**src/rtl/chan_select_reg.sv**
```systemverilog
// chan_select_reg: round-robin channel selector with a one-word output register.
//
// Each cycle the block may take one word from the first requesting channel
// at or after a rotating pointer. The word sits in a registered output slot
// (o_data/o_chan/o_valid) until downstream accepts it.
//
// Handshake: a word transfers downstream on a rising edge where
// o_valid & i_ready; a channel is taken on an edge where its o_grant bit is
// high. o_valid never drops without i_ready, and o_data/o_chan are stable
// while o_valid & ~i_ready.
//
// The two-state FSM (EMPTY/FULL) is exposed directly as o_valid.
//
// Optional feature: define CHAN_SELECT_HOLD_LAST_EN to keep the last
// delivered o_data/o_chan visible while EMPTY instead of returning to
// DEFAULT_VAL / channel 0.

module chan_select_reg #(
  parameter int               WIDTH       = 4,
  parameter int               CHANNELS    = 4,
  parameter logic [WIDTH-1:0] DEFAULT_VAL = '0
) (
  input  logic                                              i_clk,
  input  logic                                              i_rst,
  input  logic                                              i_en,
  input  logic [CHANNELS-1:0]                               i_valid,
  input  logic [CHANNELS*WIDTH-1:0]                         i_data,
  output logic [CHANNELS-1:0]                               o_grant,
  output logic                                              o_valid,
  output logic [WIDTH-1:0]                                  o_data,
  output logic [((CHANNELS > 1) ? $clog2(CHANNELS) : 1)-1:0] o_chan,
  input  logic                                              i_ready
);

  localparam int             PW   = (CHANNELS > 1) ? $clog2(CHANNELS) : 1;
  localparam logic [PW:0]    CH_W = (PW+1)'(CHANNELS);
  localparam logic [PW-1:0]  LAST = PW'(CHANNELS - 1);

  typedef enum logic {
    ST_EMPTY = 1'b0,
    ST_FULL  = 1'b1
  } state_t;

  state_t              r_state;
  logic [WIDTH-1:0]    r_data;
  logic [PW-1:0]       r_chan;
  logic [PW-1:0]       r_ptr;

  state_t              w_state_nx;
  logic [WIDTH-1:0]    w_data_nx;
  logic [PW-1:0]       w_chan_nx;
  logic [PW-1:0]       w_ptr_nx;

  logic [PW:0]         w_sum;
  logic                w_found;
  logic [PW-1:0]       w_gidx;
  logic [PW-1:0]       w_ptr_inc;
  logic                w_take;
  logic [CHANNELS-1:0] w_grant;
  logic [WIDTH-1:0]    w_sel;

  // Find the first requesting channel at or after the pointer, wrapping.
  always_comb begin
    w_found = 1'b0;
    w_gidx  = '0;
    w_sum   = '0;
    for (int off = 0; off < CHANNELS; off++) begin
      w_sum = {1'b0, r_ptr} + (PW+1)'(off);
      if (w_sum >= CH_W) w_sum = w_sum - CH_W;
      if (!w_found && i_valid[w_sum[PW-1:0]]) begin
        w_found = 1'b1;
        w_gidx  = w_sum[PW-1:0];
      end
    end
  end

  // A take needs enable, a request, and room in the slot (empty or draining).
  // Reset suppresses it so no grant is shown while i_rst is high.
  assign w_take    = i_en & w_found & ((r_state == ST_EMPTY) | i_ready) & ~i_rst;
  assign w_ptr_inc = (w_gidx == LAST) ? '0 : w_gidx + PW'(1);

  // One-hot grant and the matching data word for the chosen channel.
  always_comb begin
    w_grant = '0;
    w_sel   = '0;
    for (int k = 0; k < CHANNELS; k++) begin
      if (w_gidx == PW'(k)) begin
        w_grant[k] = w_take;
        w_sel      = i_data[k*WIDTH +: WIDTH];
      end
    end
  end

  // Next-state and next-register values; holding is the default.
  always_comb begin
    w_state_nx = r_state;
    w_data_nx  = r_data;
    w_chan_nx  = r_chan;
    w_ptr_nx   = r_ptr;
    if (w_take) begin
      w_state_nx = ST_FULL;
      w_data_nx  = w_sel;
      w_chan_nx  = w_gidx;
      w_ptr_nx   = w_ptr_inc;
    end else if ((r_state == ST_FULL) && i_ready) begin
      w_state_nx = ST_EMPTY;
`ifdef CHAN_SELECT_HOLD_LAST_EN
      // Last delivered word and channel stay visible while idle.
`else
      w_data_nx  = DEFAULT_VAL;
      w_chan_nx  = '0;
`endif
    end
  end

  // State and output registers with asynchronous reset.
  always_ff @(posedge i_clk or posedge i_rst) begin
    if (i_rst) begin
      r_state <= ST_EMPTY;
      r_data  <= DEFAULT_VAL;
      r_chan  <= '0;
      r_ptr   <= '0;
    end else begin
      r_state <= w_state_nx;
      r_data  <= w_data_nx;
      r_chan  <= w_chan_nx;
      r_ptr   <= w_ptr_nx;
    end
  end

  assign o_grant = w_grant;
  assign o_valid = (r_state == ST_FULL);
  assign o_data  = r_data;
  assign o_chan  = r_chan;

endmodule

```
**config.mk**
```make
export PLATFORM = sky130hd
export DESIGN_NAME = chan_select_reg
export DESIGN_NICKNAME = d
export VERILOG_FILES = /design/src/rtl/chan_select_reg.sv
export SDC_FILE = /design/constraint.sdc
export NUM_CORES = 1
export LEC_CHECK = 0
export ABC_AREA = 0
export CORE_MARGIN = 4
export CORE_UTILIZATION = 44
export CTS_CLUSTER_SIZE = 10
export DETAILED_ROUTE_END_ITERATION = 8
export PLACE_DENSITY = 0.91
export SKIP_LAST_GASP = 1
export SLEW_MARGIN = 25
export SYNTH_ARGS = -nofsm -noshare
export SYNTH_HDL_FRONTEND = slang
export SYNTH_SLANG_ARGS = --single-unit
```
**constraint.sdc**
```tcl
create_clock -name i_clk -period 4.6 [get_ports i_clk]
set_input_delay 0.92 -clock i_clk [delete_from_list [all_inputs] [get_ports i_clk]]
set_output_delay 0.92 -clock i_clk [all_outputs]
set_load 0.02 [all_outputs]
```
**Word-level counts from Yosys, hierarchy flattened**

Cells that the tools add are included.
W data, S select, Z words.

- Eq/ne operators: 3
- $lt $le $gt $ge: 8
- Mux-type cells: 35
- Reductions and logical operators: 9
- Bitwise operators: 6
- Add/sub/neg operators: 8

Operators with widths:

| operator | count |
|---|---|
| $mux W4 | 6 |
| $mux W2 | 11 |
| $mux W1 | 14 |
| $lt A2 B3 Y1 const B | 4 |
| $ge A3 B3 Y1 const B | 3 |
| $bmux W1 S2 | 4 |
| $sub A2 B1 Y2 const B | 4 |
| $add A2 B2 Y3 const B | 2 |
| $eq A2 B2 Y1 const B | 2 |
| $logic_and A1 B1 Y1 | 4 |
| $add A2 B1 Y3 const B | 1 |
| $and A1 B1 Y1 | 3 |
| $ge A2 B3 Y1 const B | 1 |
| $logic_not A1 Y1 | 3 |
| $add A2 B1 Y2 const B | 1 |
| $eq A2 B1 Y1 const B | 1 |
| $logic_not A2 Y1 | 1 |
| $not A1 Y1 | 2 |
| $reduce_bool A2 Y1 | 1 |
| $or A1 B1 Y1 | 1 |

- Output and inout port bits: 11
- Flip-flop bits (word level): 9

**Longest topological paths before layout**

- Word-level depth: 20
- Depth in mapped cells: 10

**Least setup slack after synthesis**

No wires, ideal clock.

- Path kind: input port to output port
- Start: input i_valid[1]
- End: output o_grant[3]
- Data arrival time: 2.210 ns
- Data required time: 3.680 ns
- Cell stages on the path: 7
- Path slack: 1.470 ns
- Cells stage by stage: and2b_2 > o21bai_2 > nand3_2 > nor2_1 > ha_1 > clkbuf_1 > and3_1

- Longest elaborated chain between the ends: 16

RTL lines:

| item | RTL line | text |
|---|---|---|
| start: declaration | 26 | `input logic [CHANNELS-1:0] i_valid,` |
| $bmux W1 S2 | 70 | `if (!w_found && i_valid[w_sum[PW-1:0]]) begin` |
| $mux W1 (implied by the code) | 70 |  |
| $mux W1 | 70 |  |
| $logic_not A1 Y1 | 70 |  |
| $logic_and A1 B1 Y1 | 70 |  |
| $mux W1 | 70 |  |
| $logic_not A1 Y1 | 70 |  |
| $logic_and A1 B1 Y1 | 70 |  |
| $mux W1 | 70 |  |
| $logic_not A1 Y1 | 70 |  |
| $logic_and A1 B1 Y1 | 70 |  |
| $mux W1 | 70 |  |
| $and A1 B1 Y1 (3 in series) | 79 | `assign w_take = i_en & w_found & ((r_state == ST_EMPTY) \| i_ready) & ~i_rst;` |
| $mux W1 (*) | 87 | `if (w_gidx == PW'(k)) begin` |
| end: declaration | 28 | `output logic [CHANNELS-1:0] o_grant,` |

Mark *: on every way between the ends. The rest lies on a longest branch, timed or not. The select of a mux whose other input is x is not followed.

**Worst setup path after layout**

Ends and elaborated chain as after synthesis.

==> run metrics <==
Layout area overhead=49.3%; cell area after synthesis=777 µm²; FILL cells=~130; drt drc=0; P per Cell Area=459 nW/µm²; Int Power=0.304 mW; reg2reg setup slack=2.41 ns; total number of vias=806; Layout Nets=155; top_reg_cell synth=dfrtp_1; register area=225 µm²; routed wl met3=63 µm; Mapped Cells=91; synthesized net count=119; initial antenna violation count=0; post-synth cell types=35; first-pass GRT wire length=between 3 and 4 mm; minimum clock period=4.31 ns; # IOs=35; design area=1160 µm²; Top Metal Used=met4; port bufs=34; Worst EP required=around 3.7 ns; multi-input logic area=503 µm²; outcome=complete, no violations; Hold Path End=o_data[3]$_DFFE_PP0P_; Placed Cells=about 150; H-tree level count=1; Worst Slack Setup Final=0.292 ns; drt wl/cell=~14 µm; 1st-pass router iterations=4; maxcap violations=0; max frequency=0.232 GHz; final cell count without fillers=150; Switching Fraction=42.9%; WP data arrival=approximately 3.4 ns; Reg power frac=26.4%; sum of net half-perimeters after detailed placement=1.85 mm; Setup CP Type=in2out; Num Clock Sinks=9; total power draw=between 0.5 and 0.6 mW; largest net degree at the start of global routing=12; hold path startpoint=o_data[3]$_DFFE_PP0P_; DRT iter0 DRCs=6; Max-Slew Margin vs Limit=71.8%; Post-Route M1 WL=847 µm; hold buffer count at cts=0; clock network power share=about 11%; post-route ant nets=0; NetSw=approximately 0.23 mW; Core ar.=1590 µm²; TritonCTS buffer count=3; Core Util, Final=between 70% and 80%; # setup viols final=0; die width=50.0 µm; worst skew pair latency=0.26 ns; Setup TNS Final=0 ns; number of global-route vias before repair=847; Post-Route Skew=slightly above 0.01 ns; Setup Slack @ Placement=0.306 ns; Clock Path Buffers=2; Comb power frac=62.2%; worst r2r src=r_ptr[0]$_DFFE_PP0P_; Final Hold Vio Count=0; global route overflow=0; GP Congestion=0.811; reg2reg path depth=9; worst-path fanout max=11; RR Endpoint=o_data[0]$_DFFE_PP0P_; yosys warns=0; Avg Inst Size Synth=~8.5 µm²; fin crit share=93.7%; DIE AREA=approximately 2500 µm²; nature of the critical path endpoint=output port; Startpoint Class=input port; EDFF count, synth=0; Initial Util=48.7%; RSZ-0062 raised after global routing=false; ys async rst share=100%; FF+latch count, synth=9; gr usage total=18.5%; Via-to-Cell Ratio=5.37; Slew Viols, Final=0; Peak VDD IR=329 µV; Worst Hold Class=reg2reg; Hold Slack=0.496 ns; fraction of layout cells with a size suffix above 1=12.7%; met2 routed WL=1.15 mm; Lkg Pwr=0.479 nW; Die Y=50.0 µm; total wire length=2.08 mm; postcts setup bufs=0; hold path cells=1; # resized after CTS=0; Inserted Diodes=0; standard-cell row count=14; Worst-path clk slew=0.07 ns; placement-stage cell area=1130 µm²; CTS tree=built; Root Buffer=clkbuf_4; register area share after synthesis=29.0%; Worst-Margin Slew=0.423 ns
==> power groups by stage <==
stage                     logic (mW)  registers (mW)  clock network, mW
after detailed placement       0.333           0.142                  0
after CTS                      0.333           0.141             0.0628
after global placement         0.320           0.140                  0
final                          0.331           0.141             0.0602
after floorplan                0.182           0.167                  0
after global routing           0.367           0.147             0.0683
==> flip-flops by register name (all words and copies together) (netlist names) <==
| register | count |
|---|---|
| r_ptr | 2 |
| o_valid | 1 |
| o_chan | 2 |
| o_data | 4 |
==> metal layers <==
metal	vias up	track usage, %
li1	401	-
met1	382	20.2
met2	18	35.7
met3	5	3.61
met4	0	4.15
met5	-	0
==> placed cells by master, fill, tap and decap left out, types with 2 or more instances in the layout <==
cell type        count
and3_1               4
mux2_2               2
nor2_1               4
nor2b_1              5
clkdlybuf4s50_1     34
a22oi_1              2
clkbuf_4             3
o2bb2ai_1            3
o21ai_0              7
nand2_1             12
ha_1                 4
inv_1                7
nor3_1               2
a21oi_1              5
a211oi_1             2
dfrtp_1              9
==> area by class of cell <==
class	instances	share of cell area, %
Tap cell	24	2.59
Sequential cell	9	19.4
Clock buffer	3	1.94
Clock inverter	1	0.432
Inverter	7	2.27
Multi-Input combinational cell	71	43.4
Timing Repair Buffer	35	30.0
==> logic make-up after synthesis <==
logic type               after synthesis  share of synthesized area, %
AO/OA/AOI/OAI                         30                          29.8
adder cells (fa/ha/maj)                4                          6.44
buffers and inverters                 11                          6.28
flip-flops                             9                          29.0
multiplexers                           2                          2.90
AND/OR/NAND/NOR                       35                          25.6
==> cells in the mapped netlist (2+ instances only) <==
master	count	area, µm²
o21ai_0	7	35.0
dfrtp_1	9	225
nor2_1	4	15.0
nor2b_1	5	31.3
a22oi_1	2	15.0
ha_1	4	50.1
clkbuf_1	3	11.3
inv_1	7	26.3
nand2_1	12	45.0
a21oi_1	5	25.0
and3_1	4	25.0
a211oi_1	2	15.0
mux2_2	2	22.5
o2bb2ai_1	3	26.3
nor3_1	2	10.0
==> critical path: stages <==
cell	delay [ns]
clkdlybuf4s50_1	0.59
and2b_2	0.25
o21bai_2	0.14
nand3_2	0.11
nor2_1	0.17
ha_1	0.40
and3_1	0.21
clkdlybuf4s50_1	0.59
==> worst max-delay path by stage <==
stage / start / end / slack [ns]
finish: i_valid[1] / o_grant[3] / 0.29
global route: i_valid[1] / o_grant[3] / 0.17
CTS: i_valid[1] / o_grant[3] / 0.30
detailed placement: i_valid[1] / o_grant[3] / 0.31
global placement: i_valid[1] / o_grant[3] / 0.41
floorplan: i_valid[1] / o_grant[3] / 1.47
Note: power is estimated with default switching activity, not from simulation.
